$ cat src/rtl/vec_cache_bank_rd_arb.sv
// vec_cache_bank_rd_arb
// Per-bank read-request arbiter for one output port of the N-to-4 read
// crossbar. Requests whose bank select matches BANK_ID are arbitrated
// round-robin. The winner's payload is captured into a single registered
// output slot. A credit counter that mirrors the free entries of the bank's
// downstream request queue gates every issue.
//
// Ports:
//   clk, rst    clock; synchronous active-high reset
//   in_vld      per-requester request valid
//   in_select   per-requester target bank
//   in_pld      per-requester request payload
//   in_rdy      one-hot accept toward the winning requester (combinational)
//   out_vld     registered request valid toward the bank
//   out_pld     registered request payload
//   out_rdy     bank accepts out_pld
//   credit_rtn  one-cycle pulse: the bank freed one queue entry
//   credit_cnt  credits currently available
//   grant_id    index of the last granted requester
//   credit_err  sticky: a credit was returned while the counter was full
module vec_cache_bank_rd_arb #(
  parameter int unsigned N          = 8,
  parameter int unsigned PLD_WIDTH  = 128,
  parameter logic [1:0]  BANK_ID    = 2'd0,
  parameter int unsigned CREDIT_NUM = 4
) (
  input  logic                              clk,
  input  logic                              rst,
  input  logic [N-1:0]                      in_vld,
  input  logic [N-1:0][1:0]                 in_select,
  input  logic [N-1:0][PLD_WIDTH-1:0]       in_pld,
  output logic [N-1:0]                      in_rdy,
  output logic                              out_vld,
  output logic [PLD_WIDTH-1:0]              out_pld,
  input  logic                              out_rdy,
  input  logic                              credit_rtn,
  output logic [$clog2(CREDIT_NUM+1)-1:0]   credit_cnt,
  output logic [$clog2(N)-1:0]              grant_id,
  output logic                              credit_err
);

  localparam int unsigned CW = $clog2(CREDIT_NUM + 1);
  localparam int unsigned IW = $clog2(N);

  logic [N-1:0]           req;
  logic [IW-1:0]          winner;
  logic                   slot_free;
  logic                   can_issue;
  int unsigned            idx;

  logic                   out_vld_q,    out_vld_d;
  logic [PLD_WIDTH-1:0]   out_pld_q,    out_pld_d;
  logic [IW-1:0]          grant_id_q,   grant_id_d;
  logic [IW-1:0]          rr_ptr_q,     rr_ptr_d;
  logic [CW-1:0]          credit_cnt_q, credit_cnt_d;
  logic                   credit_err_q, credit_err_d;

  always_comb begin
    for (int unsigned i = 0; i < N; i++) begin
      req[i] = in_vld[i] & (in_select[i] == BANK_ID);
    end
  end

  // Scan from rr_ptr upward with wrap-around; the first requester hit wins.
  always_comb begin
    winner = '0;
    idx    = 0;
    for (int unsigned off = N; off > 0; off--) begin
      // Walk the scan order backwards so the last hit is the first in order.
      idx = (32'(rr_ptr_q) + off - 1) % N;
      if (req[idx]) begin
        winner = IW'(idx);
      end
    end
  end

  assign slot_free = !out_vld_q | out_rdy;
  // Registered count only: a credit returned at zero enables issue next cycle.
  assign can_issue = !rst & slot_free & (credit_cnt_q != '0) & (|req);

  always_comb begin
    in_rdy = '0;
    if (can_issue) begin
      in_rdy[winner] = 1'b1;
    end
  end

  always_comb begin
    out_vld_d    = out_vld_q;
    out_pld_d    = out_pld_q;
    grant_id_d   = grant_id_q;
    rr_ptr_d     = rr_ptr_q;
    credit_cnt_d = credit_cnt_q;
    credit_err_d = credit_err_q;

    if (can_issue) begin
      out_vld_d  = 1'b1;
      out_pld_d  = in_pld[winner];
      grant_id_d = winner;
      rr_ptr_d   = (winner == IW'(N - 1)) ? '0 : winner + 1'b1;
    end else if (out_vld_q && out_rdy) begin
      out_vld_d = 1'b0;
    end

    // Grant and return in the same cycle cancel out.
    if (can_issue && !credit_rtn) begin
      credit_cnt_d = credit_cnt_q - 1'b1;
    end else if (!can_issue && credit_rtn) begin
      if (credit_cnt_q == CW'(CREDIT_NUM)) begin
        credit_err_d = 1'b1;
      end else begin
        credit_cnt_d = credit_cnt_q + 1'b1;
      end
    end
  end

  always_ff @(posedge clk) begin
    if (rst) begin
      out_vld_q    <= 1'b0;
      out_pld_q    <= '0;
      grant_id_q   <= '0;
      rr_ptr_q     <= '0;
      credit_cnt_q <= CW'(CREDIT_NUM);
      credit_err_q <= 1'b0;
    end else begin
      out_vld_q    <= out_vld_d;
      out_pld_q    <= out_pld_d;
      grant_id_q   <= grant_id_d;
      rr_ptr_q     <= rr_ptr_d;
      credit_cnt_q <= credit_cnt_d;
      credit_err_q <= credit_err_d;
    end
  end

  assign out_vld    = out_vld_q;
  assign out_pld    = out_pld_q;
  assign grant_id   = grant_id_q;
  assign credit_cnt = credit_cnt_q;
  assign credit_err = credit_err_q;

endmodule
$ cat config.mk
export PLATFORM = sky130hd
export DESIGN_NAME = vec_cache_bank_rd_arb
export DESIGN_NICKNAME = d
export VERILOG_FILES = /design/src/rtl/vec_cache_bank_rd_arb.sv
export SDC_FILE = /design/constraint.sdc
export NUM_CORES = 1
export LEC_CHECK = 0
export BUFFER_PORTS_ARGS = -buffer_cell sky130_fd_sc_hd__buf_2
export CORE_AREA = 2 2 472 474
export DETAILED_ROUTE_END_ITERATION = 10
export DIE_AREA = 0 0 474 476
export PLACE_DENSITY_LB_ADDON = 0.08
export SKIP_CTS_REPAIR_TIMING = 1
export SYNTH_ARGS = -nofsm -noshare
export SYNTH_HDL_FRONTEND = slang
export SYNTH_SLANG_ARGS = --single-unit
$ cat constraint.sdc
create_clock -name clk -period 13.25 [get_ports clk]
set_input_delay 2.65 -clock clk [delete_from_list [all_inputs] [get_ports clk]]
set_output_delay 2.65 -clock clk [all_outputs]
set_load 0.03 [all_outputs]
==> results.cfg <==
[synth]
synth_top_area_cell = dfxtp_1
synth_top_cells_by_area = dfxtp_1 20%, mux2i_1 18%, nand2_1 15%, a21oi_1 7.8%, o221ai_1 6.6%
yosysWarnings = 0
synth_seq_area_share_pct = 19.64
synth_top_area_share_pct = 19.64
synth-edff-count = 0
synth_top_family_by_area = compound AO/OA/AOI/OAI gates
synth_commonest_cells = 580 x nand2_1, 249 x mux2i_1, 222 x a21oi_1
synth_xor_area_share_pct = 0.2472
netlist_area_um2 = 14170
synthMuxAreaShare_pct = 19.42
synth_compound_area_share_pct = 32.71
synth.most_common_cell = nand2_1
async_flop_share_pct = 0
ys_ff_latch = 139
synth_ff_type = dfxtp_1
syn_nets = 2986
yosys.area_share.simple_pct = 19.73
yosysUniqueCellTypes = 81
synthAdderAreaFrac_pct = 0.4944
netlist_instances = 1929
syn_area_per_cell_um2 = 7.346

[hold_path]
hp-class = flip-flop to flip-flop

[power_and_ir_drop]
power.total_uw = 7449
p_switching_uw = 4674
leakage_uw = 0.01065
sequentialPowerShare_pct = 7.8
switching_share_pct = 62.75
pwr-share-comb_pct = 84.1
vdd_drop_max_mv = 0.3725
power_density_nw_per_um2 = 310.4
p_int_uw = 2774
clkPwrFrac_pct = 8.1

[worst_setup_path]
cp.arrival_ns = 7.19
cp-end-kind = primary output
crit_type = input port to primary output
slowest_delay_ns = 0.91
worst-path-buf-inv = 3
worstPathMaxFanout = 28
cp_top_family = compound AO/OA/AOI/OAI gates
crit_path_top_delay_cell = a2111oi_0
cp_cell_sequence = buf_2 > nor3b_2 > a2111oi_0 > a2111oi_0 > o31ai_1 > nand3_2 > nand2_4 > buf_4 > nor2_1 > buf_2
cp.required_ns = 10.60
critPathLaunchType = input port

[sta]
rsz0062_at_grt = false
tightest_slew_ns = 1.058
whs_ns = 0.4729
relSlewSlack_pct = 29.46
slew_violations = 0
period_share_pct = 74.25
finalClockSkew_ns = 0.03122
max_freq_ghz = 0.1016
finalCriticalPeriod_ns = 9.838
setup_tns_ns = 0
setup_violations = 0
hold_violations = 0

[floorplanning]
ios = 1196
placementRows = 173
core-area_um2 = 221000
die_area_um2 = 225600
die_w_um = 474
start_util_pct = 6.412
die_y_um = 476

[grt]
grt_max_degree = 86
overflow = 0
antenna_found_initial = 95
grt_pass1_wl_um = 204000
track_usage_pct = 13.54
grt_pass1_vias = 20930

[clock_network]
htree_levels = 4
clock_sinks = 139
clock_latency_ns = 0.55
cts-root-buf = clkbuf_16
clk_pin_slew_ns = 0.10
numCtsBuffers = 17
clk_path_buf_depth = 2
cts_tree = yes

[detailed_routing]
routed_wirelength_um = 160300
viasPerCell = 3.362
dr_total_vias = 20220
drc = 0
dr.pass1.iters = 5
postRouteAntennaNets = 0
drt-initial-drc-count = 1043
wl_per_cell_um = 26.65

[run]
drv_cap = 0

[finish]
final_cell_area_um2 = 24000
layout-drive-gt1-share_pct = 43.85
areaGrowthSynthToFinish_pct = 69.33
nets = 4061

[placed_design]
dp_hpwl_um = 132100
gp_congestion = 0.7894
io_buffers = 1195
dpl_cell_area_um2 = 23320

[status]
status = complete, no violations
-- through the flow --
step / instances / utilization [%] / setup slack [ns]
2_1_floorplan: 1929 / - / 5.233
3_3_place_gp: 5960 / 10.55 / 3.243
3_5_place_dp: 5960 / 10.55 / 3.343
4_1_cts: 5992 / 10.83 / 3.329
5_1_grt: 5999 / 10.84 / 3.007
6_report: 6015 / 10.86 / 3.412
-- worst min-delay path, cell delays in order, from the launching register on --
cell and delay [ns]:
dfxtp_1 0.33, nand3_1 0.06, nand2_1 0.05
-- cells by family after synthesis --
logic type      Yosys count
simple gates            678
buf+inv                 196
xor+xnor                  4
mux                     262
flops                   139
compound gates          645
fa+ha+maj                 5
-- flip-flops by register name, indices dropped and copies added (netlist names) --
name / count
out_pld: 128
rr_ptr_q: 3
out_vld: 1
credit_err: 1
credit_cnt: 3
grant_id: 3
-- placed cells by master, fill, tap and decap left out, types with 6 or more instances in the layout --
master,netlist,routed
dfxtp_1,139,139
a31oi_1,45,45
a211oi_1,8,8
clkbuf_16,0,17
nor2_1,26,25
o211a_1,6,6
mux2i_1,249,249
a21oi_1,222,222
a22oi_1,8,8
a21o_1,24,24
buf_2,63,1195
o22ai_1,7,7
o22a_1,20,20
inv_1,10,9
o221ai_1,107,107
nand3_1,18,16
o31a_1,102,102
a221oi_1,22,22
mux4_2,10,10
a32oi_1,20,20
diode_2,0,23
buf_4,12,42
nand2_1,580,577
o21ai_0,12,12
-- worst paths after layout --
path	end	slack, ns	start	cells after the start
hold / removal	grant_id[2]	0.47	grant_id[2]	2
hold reg to reg	grant_id[2]	0.47	grant_id[2]	2
setup / recovery	in_rdy[1]	3.41	in_vld[0]	10
setup reg to reg	out_pld[97]	6.23	rr_ptr_q[1]	14
-- power groups by stage --
| stage | clock [µW] | combinational (µW) | sequential [µW] |
|---|---|---|---|
| global route | 661 | 6810 | 589 |
| global placement | 0 | 6580 | 589 |
| detailed placement | 0 | 6530 | 589 |
| finish | 605 | 6270 | 577 |
| CTS | 657 | 6540 | 580 |
| floorplan | 0 | 4080 | 724 |
-- layout make-up --
class	instances	area, µm²
fill	26070	197000
multi-input combinational	1594	10420
timing repair buffer	1239	6336
tap	2975	3722
sequential	139	2783
clock buffer	18	439.2
clock inverter	14	182.7
antenna	23	57.56
inverter	13	53.80
-- layer usage --
| metal | track usage [%] | vias to the layer above | routed length, µm |
|---|---|---|---|
| li1 | - | 9394 | - |
| met1 | 15.32 | 9623 | 63210 |
| met2 | 24.67 | 966 | 81490 |
| met3 | 4.770 | 161 | 13280 |
| met4 | 2.031 | 78 | 1885 |
| met5 | 0 | - | 450 |
(Power assumes the default switching activity.)
